--- config.mk ---
export PLATFORM = sky130hd
export DESIGN_NAME = logic_unit_arbiter_flat
export DESIGN_NICKNAME = d
export VERILOG_FILES = /design/src/rtl/logic_unit_arbiter_if.sv /design/src/rtl/logic_unit_arbiter.sv /design/src/flat_wrapper.sv
export SDC_FILE = /design/constraint.sdc
export NUM_CORES = 1
export LEC_CHECK = 0
export ABC_AREA = 1
export CAP_MARGIN = 20
export CORE_ASPECT_RATIO = 2
export CORE_UTILIZATION = 25
export CTS_CLUSTER_DIAMETER = 120
export DETAILED_ROUTE_END_ITERATION = 12
export PLACE_DENSITY_LB_ADDON = 0.05
export SETUP_SLACK_MARGIN = 0.2
export SYNTH_ARGS = -nofsm -noshare
export SYNTH_HDL_FRONTEND = slang
export SYNTH_SLANG_ARGS = --single-unit
--- constraint.sdc ---
create_clock -name clk -period 2.2 [get_ports clk]
set_clock_uncertainty 0.15 [all_clocks]
set_input_delay 0.44 -clock clk [delete_from_list [all_inputs] [get_ports clk]]
set_output_delay 0.44 -clock clk [all_outputs]
set_load 0.02 [all_outputs]
--- src/rtl/logic_unit_arbiter_if.sv ---
// Request/response bus for the shared logic unit: two requester channels,
// one response channel and the completed-operation counter.
interface logic_unit_arbiter_if #(
  parameter int unsigned WIDTH = 16,
  parameter int unsigned CNT_W = 16
);
  logic             req0_valid;
  logic             req0_ready;
  logic [WIDTH-1:0] req0_a;
  logic [WIDTH-1:0] req0_b;
  logic             req0_op;

  logic             req1_valid;
  logic             req1_ready;
  logic [WIDTH-1:0] req1_a;
  logic [WIDTH-1:0] req1_b;
  logic             req1_op;

  logic             rsp_valid;
  logic             rsp_ready;
  logic [WIDTH-1:0] rsp_data;
  logic             rsp_id;
  logic [CNT_W-1:0] op_count;

  // Requesters and response consumer
  modport master (
    output req0_valid, req0_a, req0_b, req0_op,
    output req1_valid, req1_a, req1_b, req1_op,
    output rsp_ready,
    input  req0_ready, req1_ready,
    input  rsp_valid, rsp_data, rsp_id, op_count
  );

  // Arbiter side
  modport slave (
    input  req0_valid, req0_a, req0_b, req0_op,
    input  req1_valid, req1_a, req1_b, req1_op,
    input  rsp_ready,
    output req0_ready, req1_ready,
    output rsp_valid, rsp_data, rsp_id, op_count
  );
endinterface

--- src/rtl/logic_unit_arbiter.sv ---
// Round-robin arbiter sharing one AND/NOR logic unit between two requesters.
// Results land in a single-entry registered response buffer; a drain and a
// new accept may happen in the same cycle for full throughput.
module logic_unit_arbiter #(
  parameter int unsigned WIDTH = 16,
  parameter int unsigned CNT_W = 16
) (
  input  logic                  clk,
  input  logic                  rst_n,
  logic_unit_arbiter_if.slave   bus
);

  typedef enum logic {
    EMPTY = 1'b0,
    FULL  = 1'b1
  } state_e;

  state_e           state_q, state_d;
  logic             last_grant_q, last_grant_d;
  logic [WIDTH-1:0] rsp_data_q, rsp_data_d;
  logic             rsp_id_q, rsp_id_d;
  logic [CNT_W-1:0] op_count_q, op_count_d;

  logic             can_accept;
  logic             grant0, grant1;
  logic             accept;
  logic             drain;
  logic [WIDTH-1:0] sel_a, sel_b;
  logic             sel_op;
  logic [WIDTH-1:0] result;

  // Round-robin grant: the buffer must be free (or freeing this cycle);
  // on a tie the requester that did not win last time goes first.
  always_comb begin
    can_accept = (state_q == EMPTY) || bus.rsp_ready;
    grant0     = 1'b0;
    grant1     = 1'b0;
    if (can_accept) begin
      if (bus.req0_valid && bus.req1_valid) begin
        grant0 = last_grant_q;
        grant1 = ~last_grant_q;
      end else begin
        grant0 = bus.req0_valid;
        grant1 = bus.req1_valid;
      end
    end
    accept = grant0 | grant1;
    drain  = (state_q == FULL) && bus.rsp_ready;
  end

  // Operand mux and logic unit
  always_comb begin
    sel_a  = grant1 ? bus.req1_a  : bus.req0_a;
    sel_b  = grant1 ? bus.req1_b  : bus.req0_b;
    sel_op = grant1 ? bus.req1_op : bus.req0_op;
    result = sel_op ? ~(sel_a | sel_b) : (sel_a & sel_b);
  end

  // Buffer state: accept wins over drain so back-to-back stays FULL
  always_comb begin
    state_d = state_q;
    case (state_q)
      EMPTY:   if (accept) state_d = FULL;
      FULL:    if (accept) state_d = FULL;
               else if (bus.rsp_ready) state_d = EMPTY;
      default: state_d = EMPTY;
    endcase
  end

  // Datapath next values: load on accept, otherwise hold; count handshakes
  always_comb begin
    rsp_data_d   = rsp_data_q;
    rsp_id_d     = rsp_id_q;
    last_grant_d = last_grant_q;
    op_count_d   = op_count_q;
    if (accept) begin
      rsp_data_d   = result;
      rsp_id_d     = grant1;
      last_grant_d = grant1;
    end
    if (drain) begin
      op_count_d = op_count_q + {{(CNT_W-1){1'b0}}, 1'b1};
    end
  end

  // State register
  always_ff @(posedge clk or negedge rst_n) begin
    if (!rst_n) begin
      state_q <= EMPTY;
    end else begin
      state_q <= state_d;
    end
  end

  // Response buffer, priority pointer and counter registers
  always_ff @(posedge clk or negedge rst_n) begin
    if (!rst_n) begin
      rsp_data_q   <= '0;
      rsp_id_q     <= 1'b0;
      last_grant_q <= 1'b1;
      op_count_q   <= '0;
    end else begin
      rsp_data_q   <= rsp_data_d;
      rsp_id_q     <= rsp_id_d;
      last_grant_q <= last_grant_d;
      op_count_q   <= op_count_d;
    end
  end

  assign bus.req0_ready = grant0;
  assign bus.req1_ready = grant1;
  assign bus.rsp_valid  = (state_q == FULL);
  assign bus.rsp_data   = rsp_data_q;
  assign bus.rsp_id     = rsp_id_q;
  assign bus.op_count   = op_count_q;

endmodule
--- src/flat_wrapper.sv ---
// flat-port wrapper written by rule: the top's interface ports become plain ports
module logic_unit_arbiter_flat 
#(
  parameter int unsigned WIDTH = 16,
  parameter int unsigned CNT_W = 16
)
  (clk, rst_n, bus_req0_valid, bus_req0_a, bus_req0_b, bus_req0_op, bus_req1_valid, bus_req1_a, bus_req1_b, bus_req1_op, bus_rsp_ready, bus_req0_ready, bus_req1_ready, bus_rsp_valid, bus_rsp_data, bus_rsp_id, bus_op_count);
  logic_unit_arbiter_if #(.WIDTH(WIDTH), .CNT_W(CNT_W)) bus_i ();
  input  logic clk;
  input  logic rst_n;
  input wire logic [$bits(bus_i.req0_valid)-1:0] bus_req0_valid;
  input wire logic [$bits(bus_i.req0_a)-1:0] bus_req0_a;
  input wire logic [$bits(bus_i.req0_b)-1:0] bus_req0_b;
  input wire logic [$bits(bus_i.req0_op)-1:0] bus_req0_op;
  input wire logic [$bits(bus_i.req1_valid)-1:0] bus_req1_valid;
  input wire logic [$bits(bus_i.req1_a)-1:0] bus_req1_a;
  input wire logic [$bits(bus_i.req1_b)-1:0] bus_req1_b;
  input wire logic [$bits(bus_i.req1_op)-1:0] bus_req1_op;
  input wire logic [$bits(bus_i.rsp_ready)-1:0] bus_rsp_ready;
  output wire logic [$bits(bus_i.req0_ready)-1:0] bus_req0_ready;
  output wire logic [$bits(bus_i.req1_ready)-1:0] bus_req1_ready;
  output wire logic [$bits(bus_i.rsp_valid)-1:0] bus_rsp_valid;
  output wire logic [$bits(bus_i.rsp_data)-1:0] bus_rsp_data;
  output wire logic [$bits(bus_i.rsp_id)-1:0] bus_rsp_id;
  output wire logic [$bits(bus_i.op_count)-1:0] bus_op_count;
  assign bus_i.req0_valid = bus_req0_valid;
  assign bus_i.req0_a = bus_req0_a;
  assign bus_i.req0_b = bus_req0_b;
  assign bus_i.req0_op = bus_req0_op;
  assign bus_i.req1_valid = bus_req1_valid;
  assign bus_i.req1_a = bus_req1_a;
  assign bus_i.req1_b = bus_req1_b;
  assign bus_i.req1_op = bus_req1_op;
  assign bus_i.rsp_ready = bus_rsp_ready;
  assign bus_req0_ready = bus_i.req0_ready;
  assign bus_req1_ready = bus_i.req1_ready;
  assign bus_rsp_valid = bus_i.rsp_valid;
  assign bus_rsp_data = bus_i.rsp_data;
  assign bus_rsp_id = bus_i.rsp_id;
  assign bus_op_count = bus_i.op_count;
  logic_unit_arbiter #(.WIDTH(WIDTH), .CNT_W(CNT_W)) u_core (.clk(clk), .rst_n(rst_n), .bus(bus_i));
endmodule
==> impl_metrics.csv <==
group,metric,value,unit
logic_synthesis,asyncSetResetFlopFracSynth,1.000,
sta,setup_total_negative_slack,0,ns
drt,drt_first_pass_iters,4,
grt,first_global_vias,3506,
sta,report.final.setup_viol,0,
logic_synthesis,mappedNetlistNets,600,
critical_path,crit_required,1.61,ns
critical_path,max_stage_delay,0.63,ns
floorplanning,fp.dieW,80.48,microns
sta,max_slew_margin,0.5753,
pwr,power_per_cell_area,732.3,nW/um^2
clocking,post_cts_hold_buffer_count,0,
finish,post_layout_nonfiller_instances,781,
pwr,leakage_power_total,2.593,nW
grt,number_of_antenna_violations_at_the_first_check_in_global_routing,0,
drt,routed-via-count,3637,
logic_synthesis,post_synth.cell_area_avg,5.832,sq um
sta,maxSlewViolCount,0,
drt,drcViolationCount,0,
clocking,cts.sinks,35,
logic_synthesis,synth_enable_flop_cells,0,
logic_synthesis,synth_area_leaders,"sky130_fd_sc_hd__nand2_1 (31%), sky130_fd_sc_hd__dfrtp_1 (28%), sky130_fd_sc_hd__nand4_1 (13%), sky130_fd_sc_hd__inv_1 (9.4%), sky130_fd_sc_hd__buf_2 (4.6%)",
critical_path,timing.critical_path.arrival,1.35,ns
sta,postLayoutSetupSlackWorst,0.2607,ns
logic_synthesis,netlist.area_leader.share,0.3096,
sta,rsz_0062_raised_after_global_routing,"false",
place,postPlaceCellArea,4340,sq um
critical_path,timing.critical_path.from_type,"flip-flop",
finish,final.fill_count,1327,
grt,grt_overflow_total,0,
status,run_status,"finished clean",
pwr,vdd_drop_max,0.0006049,V
finish,final_area,4695,sq um
critical_path,worst_setup_path_end_kind,"primary output",
clocking,cts-buffers-inserted,5,
finish,final_layout_size_suffix_gt1_frac,0.07886,
clocking,cts_htree_levels,2,
place,dp.cells,766,
logic_synthesis,dominantRegCellSynth,"sky130_fd_sc_hd__dfrtp_1",
finish,finalCoreUtilization,0.3895,
sta,fin_crit_sh,0.8815,
clocking,cts_max_path_buffers,2,
job,cap_viol_max_count,0,
grt,grt_first_pass_wirelength,17530,microns
logic_synthesis,synth_top_cell_by_area,"sky130_fd_sc_hd__nand2_1",
critical_path,timing_worst_setup_path_type,"reg2out",
place,portBuffers,106,
place,place_hpwl,7678,microns
drt,drt_iter0_drc,89,
critical_path,path_delay_family,"buffers and inverters",
logic_synthesis,ys_types,24,
floorplanning,floorplan.die.height,159.0,microns
finish,most-common-layout-cells,"sky130_fd_sc_hd__nand2_1 (253), sky130_fd_sc_hd__clkdlybuf4s50_1 (99), sky130_fd_sc_hd__inv_1 (77)",
clocking,worst_skew_pair.late_latency,0.28,ns
clocking,ctsRootBufferMaster,"sky130_fd_sc_hd__clkbuf_16",
logic_synthesis,ys_seq_elements,35,
drt,final_routed_wirelength,11110,microns
sta,final_hold_viol_count,0,
grt,grt_start_max_net_pins,64,
clocking,tritoncts,"built",
drt,ant_nets,0,
place,post-place-ws,-0.2638,ns
floorplanning,io-pin-count,107,
drt,route.detailed.wl_per_inst,14.22,microns
finish,layout.cells.most_common,"sky130_fd_sc_hd__nand2_1",
worst_hold_path,hold_class,"in2async",
clocking,path_clk_slew,0.06,ns
floorplanning,floorplan.initialDensity,0.2555,
critical_path,crit_fanout,5,
floorplanning,design.core.area,12050,sq um
finish,antenna_cells_inserted,0,
sta,timing.final.crit_period,1.939,ns
critical_path,critical_path_slowest_stage_cell,"sky130_fd_sc_hd__clkdlybuf4s50_1",
finish,area.growth.synth_to_final,52.46,%
floorplanning,fp.dieArea,12790,sq um
grt,grt.total_usage,0.1774,
critical_path,critical_path_buffer_and_inverter_count,1,
sta,fmax,0.5156,GHz
floorplanning,rows,57,
logic_synthesis,netlist_area,3079,sq um
critical_path,critical_path.cell_chain,"clkdlybuf4s50_1",
drt,via_per_inst,4.657,
finish,finalNetCount,705,
place,gp_congestion,0.8307,
logic_synthesis,netlist_instances,528,
logic_synthesis,synth.yosys.seq_area_share,0.2848,
logic_synthesis,yosysWarnings,0,
sta,worst_pin_slew,0.6370,ns
## flip-flops by register name, indices dropped and copies added (netlist names)
signal,flops
u_core.bus.op_count,16
u_core.bus.rsp_data,16
u_core.bus.rsp_id,1
u_core.bus.rsp_valid,1
u_core.last_grant_q,1
## cell families (layout without fill, tap and decap cells)
kind of cell,count (synthesis),after routing,synth area share
AOI/OAI and AO/OA,4,4,0.007720
adders and majority gates,1,1,0.004063
DFF,35,35,0.2848
xor gates and xnor gates,11,11,0.03129
buffers and inverters,114,220,0.1560
and+or+nand+nor,363,363,0.5160
## path summary, 6_finish.rpt
path | startpoint | endpoint | slack (ns) | cells after the start
max reg2reg | u_core.bus.op_count[0] | u_core.bus.op_count[8] | 0.41 | 6
min reg2reg | u_core.bus.rsp_id | u_core.bus.rsp_id | 0.33 | 2
max | u_core.bus.op_count[4] | bus_op_count[4] | 0.26 | 1
min in group clk | u_core.bus.rsp_id | u_core.bus.rsp_id | 0.33 | 2
min | rst_n | u_core.bus.op_count[0] | 0.04 | 2
max in group asynchronous | rst_n | u_core.last_grant_q | 1.49 | 2
## timing repair
item | 4_1_cts | 5_1_grt
pin swaps | 0 | 2
endpoints found under the setup margin | 18 | 20
cloned | 3 | 2
setup buffers | 0 | 2
gates resized for setup | 11 | 13
## metrics by stage
step                      power (W)  hold slack [ns]
final                      0.003438          0.03867
after global routing       0.003674          0.09688
after CTS                  0.003420          0.07022
after detailed placement   0.002631           0.3149
after global placement     0.002620           0.3097
after floorplan            0.001856        -0.005591
## cell type report
cell class | count | area (sq um) | area share
Multi-Input combinational cell | 379 | 1734 | 0.3694
Timing Repair Buffer | 131 | 1456 | 0.3102
Sequential cell | 35 | 877.1 | 0.1868
Inverter | 81 | 306.5 | 0.06530
Tap cell | 147 | 183.9 | 0.03918
Clock buffer | 8 | 136.4 | 0.02905
## power breakdown
part / switching [W] / internal (W) / total (W)
logic: 0.000950 / 0.000836 / 0.00179
registers: 0.000150 / 0.000821 / 0.000971
clock network: 0.000260 / 0.000421 / 0.000681
total: 0.00136 / 0.00208 / 0.00344
## synth_stat cells, types with 2 or more instances
cell	count
sky130_fd_sc_hd__nor2_2	2
sky130_fd_sc_hd__clkbuf_1	2
sky130_fd_sc_hd__nor3b_1	2
sky130_fd_sc_hd__nand2_1	254
sky130_fd_sc_hd__xor2_1	5
sky130_fd_sc_hd__buf_4	2
sky130_fd_sc_hd__dfrtp_1	34
sky130_fd_sc_hd__buf_2	28
sky130_fd_sc_hd__nand2_2	3
sky130_fd_sc_hd__nand3_1	26
sky130_fd_sc_hd__xnor2_1	6
sky130_fd_sc_hd__inv_1	77
sky130_fd_sc_hd__nor2_1	8
sky130_fd_sc_hd__o21ai_0	3
sky130_fd_sc_hd__inv_2	3
sky130_fd_sc_hd__nand4_1	65
## layer usage
metal,vias to the layer above,wire [microns],track usage
met2,115,5972,0.3174
met4,0,416,0.09659
met3,20,404,0.01547
li1,1858,-,-
met5,-,0,0
met1,1644,4313,0.1994
Power figures use the tool's default switching activity.
